--- src/rtl/uart_32_bit_receiver_if.sv ---
// Valid/ready word interface between the UART receiver and its consumer.
// The receiver drives data/valid and the consumer drives ready.
interface uart_32_bit_receiver_if #(
  parameter int unsigned WIDTH = 32
);
  logic [WIDTH-1:0] rx_data;
  logic             rx_valid;
  logic             rx_ready;

  modport master (output rx_data, output rx_valid, input rx_ready);
  modport slave  (input rx_data, input rx_valid, output rx_ready);
endinterface

--- src/rtl/uart_32_bit_receiver.sv ---
// 8N1 UART receiver on a 16x oversample tick; packs four bytes little-endian
// into one word presented on a valid/ready interface, with framing/overrun pulses.
module uart_32_bit_receiver #(
  parameter int unsigned OVERSAMPLE     = 16,
  parameter int unsigned DATA_BITS      = 8,
  parameter int unsigned BYTES_PER_WORD = 4
) (
  input  logic                          clk,
  input  logic                          rst,
  input  logic                          baud_tick,
  input  logic                          rx,
  output logic                          frame_error,
  output logic                          overrun_error,
  output logic                          busy,
  uart_32_bit_receiver_if.master        bus
);

  localparam int unsigned TW = $clog2(OVERSAMPLE);
  localparam int unsigned BW = (DATA_BITS > 1) ? $clog2(DATA_BITS) : 1;
  localparam int unsigned IW = (BYTES_PER_WORD > 1) ? $clog2(BYTES_PER_WORD) : 1;
  localparam int unsigned WW = DATA_BITS * BYTES_PER_WORD;

  localparam logic [TW-1:0] TICK_HALF = TW'(OVERSAMPLE / 2 - 1);
  localparam logic [TW-1:0] TICK_LAST = TW'(OVERSAMPLE - 1);
  localparam logic [BW-1:0] BIT_LAST  = BW'(DATA_BITS - 1);
  localparam logic [IW-1:0] BYTE_LAST = IW'(BYTES_PER_WORD - 1);

  typedef enum logic [1:0] {IDLE, START, DATA, STOP} state_t;

  state_t               state_q, state_d;
  logic                 rx_meta, rx_s;
  logic [TW-1:0]        tick_q, tick_d;
  logic [BW-1:0]        bit_q, bit_d;
  logic [DATA_BITS-1:0] shift_q, shift_d;
  logic [IW-1:0]        byte_q, byte_d;
  logic [WW-1:0]        word_q, word_d, word_tmp;
  logic [WW-1:0]        data_q, data_d;
  logic                 valid_q, valid_d;
  logic                 fe_q, fe_d;
  logic                 ov_q, ov_d;

  always_ff @(posedge clk) begin
    if (rst) begin
      rx_meta <= 1'b1;
      rx_s    <= 1'b1;
    end else begin
      rx_meta <= rx;
      rx_s    <= rx_meta;
    end
  end

  always_ff @(posedge clk) begin
    if (rst) begin
      state_q <= IDLE;
      tick_q  <= '0;
      bit_q   <= '0;
      shift_q <= '0;
      byte_q  <= '0;
      word_q  <= '0;
      data_q  <= '0;
      valid_q <= 1'b0;
      fe_q    <= 1'b0;
      ov_q    <= 1'b0;
    end else begin
      state_q <= state_d;
      tick_q  <= tick_d;
      bit_q   <= bit_d;
      shift_q <= shift_d;
      byte_q  <= byte_d;
      word_q  <= word_d;
      data_q  <= data_d;
      valid_q <= valid_d;
      fe_q    <= fe_d;
      ov_q    <= ov_d;
    end
  end

  always_comb begin
    state_d  = state_q;
    tick_d   = tick_q;
    bit_d    = bit_q;
    shift_d  = shift_q;
    byte_d   = byte_q;
    word_d   = word_q;
    data_d   = data_q;
    valid_d  = valid_q;
    fe_d     = 1'b0;
    ov_d     = 1'b0;
    word_tmp = word_q;

    if (valid_q && bus.rx_ready) valid_d = 1'b0;

    if (baud_tick) begin
      case (state_q)
        IDLE: begin
          if (!rx_s) begin
            state_d = START;
            tick_d  = '0;
          end
        end
        START: begin
          if (tick_q == TICK_HALF) begin
            tick_d = '0;
            if (!rx_s) begin
              state_d = DATA;
              bit_d   = '0;
            end else begin
              state_d = IDLE;
            end
          end else begin
            tick_d = tick_q + 1'b1;
          end
        end
        DATA: begin
          if (tick_q == TICK_LAST) begin
            tick_d  = '0;
            shift_d = {rx_s, shift_q[DATA_BITS-1:1]};
            if (bit_q == BIT_LAST) begin
              state_d = STOP;
              bit_d   = '0;
            end else begin
              bit_d = bit_q + 1'b1;
            end
          end else begin
            tick_d = tick_q + 1'b1;
          end
        end
        STOP: begin
          if (tick_q == TICK_LAST) begin
            tick_d  = '0;
            state_d = IDLE;
            if (rx_s) begin
              word_tmp[DATA_BITS*byte_q +: DATA_BITS] = shift_q;
              if (byte_q == BYTE_LAST) begin
                byte_d = '0;
                word_d = '0;
                // A same-cycle handshake frees the output register for the new word.
                if (!valid_q || bus.rx_ready) begin
                  data_d  = word_tmp;
                  valid_d = 1'b1;
                end else begin
                  ov_d = 1'b1;
                end
              end else begin
                byte_d = byte_q + 1'b1;
                word_d = word_tmp;
              end
            end else begin
              fe_d   = 1'b1;
              byte_d = '0;
              word_d = '0;
            end
          end else begin
            tick_d = tick_q + 1'b1;
          end
        end
        default: state_d = IDLE;
      endcase
    end
  end

  assign bus.rx_data   = data_q;
  assign bus.rx_valid  = valid_q;
  assign frame_error   = fe_q;
  assign overrun_error = ov_q;
  assign busy          = (state_q != IDLE);

endmodule

--- src/flat_wrapper.sv ---
// flat-port wrapper written by rule: the top's interface ports become plain ports
module uart_32_bit_receiver_flat 
#(
  parameter int unsigned OVERSAMPLE     = 16,
  parameter int unsigned DATA_BITS      = 8,
  parameter int unsigned BYTES_PER_WORD = 4
)
  (clk, rst, baud_tick, rx, frame_error, overrun_error, busy, bus_rx_data, bus_rx_valid, bus_rx_ready);
  uart_32_bit_receiver_if #(.WIDTH(32)) bus_i ();
  input  logic clk;
  input  logic rst;
  input  logic baud_tick;
  input  logic rx;
  output logic frame_error;
  output logic overrun_error;
  output logic busy;
  output wire logic [$bits(bus_i.rx_data)-1:0] bus_rx_data;
  output wire logic [$bits(bus_i.rx_valid)-1:0] bus_rx_valid;
  input wire logic [$bits(bus_i.rx_ready)-1:0] bus_rx_ready;
  assign bus_rx_data = bus_i.rx_data;
  assign bus_rx_valid = bus_i.rx_valid;
  assign bus_i.rx_ready = bus_rx_ready;
  uart_32_bit_receiver #(.OVERSAMPLE(OVERSAMPLE), .DATA_BITS(DATA_BITS), .BYTES_PER_WORD(BYTES_PER_WORD)) u_core (.clk(clk), .rst(rst), .baud_tick(baud_tick), .rx(rx), .frame_error(frame_error), .overrun_error(overrun_error), .busy(busy), .bus(bus_i));
endmodule
--- config.mk ---
export PLATFORM = sky130hd
export DESIGN_NAME = uart_32_bit_receiver_flat
export DESIGN_NICKNAME = d
export VERILOG_FILES = /design/src/rtl/uart_32_bit_receiver_if.sv /design/src/rtl/uart_32_bit_receiver.sv /design/src/flat_wrapper.sv
export SDC_FILE = /design/constraint.sdc
export NUM_CORES = 1
export LEC_CHECK = 0
export BUFFER_PORTS_ARGS = -buffer_cell sky130_fd_sc_hd__buf_2
export CAP_MARGIN = 30
export CORE_ASPECT_RATIO = 1.25
export CORE_MARGIN = 5
export CORE_UTILIZATION = 40
export CTS_BUF_LIST = sky130_fd_sc_hd__clkbuf_2 sky130_fd_sc_hd__clkbuf_4 sky130_fd_sc_hd__clkbuf_8
export DETAILED_ROUTE_END_ITERATION = 8
export PLACE_DENSITY = 0.6
export SLEW_MARGIN = 20
export SYNTH_ARGS = -nofsm -noshare
export SYNTH_HDL_FRONTEND = slang
export SYNTH_SLANG_ARGS = --single-unit
export TNS_END_PERCENT = 30
--- constraint.sdc ---
create_clock -name clk -period 1.85 [get_ports clk]
set_input_delay 0.0925 -clock clk [delete_from_list [all_inputs] [get_ports clk]]
set_output_delay 0.0925 -clock clk [all_outputs]
set_load 0.005 [all_outputs]
==> metrics.txt <==
DIE HEIGHT 115 µm; Psw approximately 700 µW; fmax approximately 0.58 GHz; worst vdd ir between 0.0003 and 0.0004 V; buffers added on ports 40; Clock transition at path regs 0.08 ns; Syn Inst Count between 400 and 500; Post-CTS Setup Repair Bufs 0; Largest stage delay, worst path approximately 0.35 ns; synth-to-layout area growth 20.8%; total power about 3.1 mW; htree depth 3; DRC Markers 0; clock period minus worst slack 1.72 ns; largest area contributor in the netlist dfxtp_1; sw frac around 23%; CTS sink cnt 80; Detail Route Antenna Nets 0; RSZ-0062 raised after global routing yes; share of cells above drive strength 1 ~23%; Worst slew margin a little over two thirds; post-synth top area share between 40% and 50%; CP Capture Type flip-flop; Crit Path Class flip-flop to flip-flop; die area approximately 11000 µm²; worst skew pair latency about 0.36 ns; hpwl dp between 5000 and 6000 µm; Max Slew Vio Count 0; Post-synth ARST share 0%; CP Cell Sequence inv_1 > ha_1 > nor4bb_2 > buf_4 > a21oi_1 > o31a_1 > nor2_1; count of different cell masters after synthesis 47; clk root buf clkbuf_8; endpoints failing setup 0; WL met3 ~350 µm; leak pwr roughly 1.6 nW; crit-path leading delay family compound AO/OA/AOI/OAI gates; Max-cap violations 0; CP Max Fanout 8; Post-synth top flop dfxtp_1; Synth Warn # 0; Tot GR Track Use ~17%; global-route wire length before repair about 14000 µm; syn_nets 434; Cell Pwr Density about 730 nW/µm²; core area 8650 µm²; Finished Layout Cells around 590; via count between 3000 and 4000; hold crit path type input pin to flip-flop; WP buf/inv 2; Post-synth top cells dfxtp_1 (80), nor2_1 (49), nand2_1 (47); status finished clean; Routed WL between 8000 and 9000 µm; Hold WS roughly 0.045 ns; met2 WL 4080 µm; syn_area_per_cell 8.41 µm²; Worst EP arrival 2.01 ns; number of synthesized flops with an enable pin 0; sequential power share between 50% and 60%; diodes inserted 0; Int Pwr between 2 and 2.5 mW; Final nets about 480; total global routing overflow 0; TritonCTS Buffers 9; Synth area leaders dfxtp_1 (45%), a21oi_1 (6.1%), nor2_1 (5.2%), nand2_1 (5.0%), a22oi_1 (3.6%); Cell Rows 38; Top Layer Used met4; TritonRoute pass-1 iters 5; setup slack after layout approximately 0.13 ns; DP Cell Count 572; worst path required time 2.14 ns; highest-delay cell along the critical path dfxtp_2; Comb power frac ~2.3%; Placer Congestion 0.800; initial antenna violation count 0; count leader, synth dfxtp_1; Seq/Total Area, Yosys roughly 45%; # IOs 41; Setup Slack @ Placement between 0.05 and 0.06 ns; WL per Instance ~15 µm; pin slew with the least headroom to its limit between 0.4 and 0.5 ns; vias in the first global route approximately 2900; Post-Syn Area 3540 µm²; largest net degree at the start of global routing 45; Die W 94.1 µm; First DRT Iteration DRCs 121; Clk network pwr share between 40% and 50%; Seq cells post-synth 80; clk buf depth 2; initial core utilization between 40% and 50%; Hold Violations, Final 0; Routed met1 length approximately 4000 µm; # fillers about 890; clk_skew 0.0123 ns; vias per inst 5.26; CTS tree yes; Startpoint Class flip-flop; final period utilization between 90 and 100%
## final timing paths
kind               startpoint                   end  slack (ns)  depth (start not counted)
max          u_core.byte_q[1]      u_core.word_q[4]        0.13                          7
min              bus_rx_ready  u_core.overrun_error        0.04                          3
max reg2reg  u_core.byte_q[1]      u_core.word_q[4]        0.13                          7
min reg2reg    u_core.rx_meta           u_core.rx_s        0.41                          1
## cell type report
| cell class | instances | area (µm²) | area share (%) |
|---|---|---|---|
| clock buffers | 10 | 138 | 3.22 |
| clock inverters | 6 | 68.8 | 1.61 |
| inverters | 20 | 75.1 | 1.76 |
| multi-input cells | 284 | 1760 | 41.1 |
| flip-flops and latches | 80 | 1600 | 37.5 |
| well taps | 120 | 150 | 3.51 |
| repair buffers | 69 | 483 | 11.3 |
## what timing repair did
item                       4_1_cts  5_1_grt
hold buffers                     1        0
resized for setup                0        9
setup endpoints to repair        0       39
hold endpoints to repair         1        0
## cells by family after synthesis
kind of cell / share of synthesized area (%)
AOI/OAI and AO/OA: 21.5
xor gates and xnor gates: 0.247
adders and majority gates: 2.83
buffers and inverters: 6.86
DFF: 45.2
muxes: 2.33
and+or+nand+nor: 21.0
## layout by cell type, fill, tap and decap left out, types with 2 or more instances in the layout
cell / count
a22oi_1: 17
o31a_1: 8
o32ai_1: 3
buf_12: 5
a211oi_1: 8
nor3_1: 8
a21oi_1: 43
dfxtp_1: 78
o21ai_0: 19
buf_2: 40
clkinv_4: 3
dfxtp_2: 2
inv_1: 19
and3b_1: 2
mux2i_1: 6
nand2_1: 47
clkbuf_8: 10
o32ai_2: 5
ha_1: 7
nand4_1: 2
nand3_1: 7
nor2_1: 49
buf_4: 23
a31o_2: 2
nand2b_1: 2
or2_2: 3
a32o_1: 6
mux2_2: 2
nor2b_1: 13
a31oi_1: 3
nor3_2: 2
## through the flow
stage / instance area (µm²) / utilization (%) / TNS, ns
global placement: 4010 / 46.4 / 0
floorplan: 3560 / - / 0
detailed placement: 4010 / 46.4 / 0
global route: 4280 / 49.4 / -0.0177
CTS: 4230 / 48.9 / 0
finish: 4280 / 49.4 / 0
## power by group through the flow
stage               Sequential [mW]  Combinational (mW)  Clock, mW
global placement               1.77              0.0702          0
detailed placement             1.77              0.0709          0
CTS                            1.73              0.0728       1.35
floorplan                      1.77              0.0469          0
finish                         1.73              0.0724       1.32
global route                   1.73              0.0787       1.44
## worst reg2reg max path: stages (launching register included)
cell and delay, ns:
dfxtp_2 0.35, inv_1 0.13, ha_1 0.22, nor4bb_2 0.28
buf_4 0.20, a21oi_1 0.10, o31a_1 0.29, nor2_1 0.09
## sequential cells by signal (all words and copies together) (netlist names), 2 cells and up, named ones only
signal and flops:
u_core.bit_q 3, u_core.shift_q 8, u_core.tick_q 4, u_core.byte_q 2, u_core.bus.rx_data 32, u_core.word_q 24
## routing by layer
layer | up-vias | track usage [%]
met1 | 1466 | 21.4
met2 | 67 | 27.5
met4 | 0 | 6.17
met3 | 11 | 3.66
met5 | - | 0
li1 | 1554 | -
No activity file was read; power rests on OpenSTA's default activity.
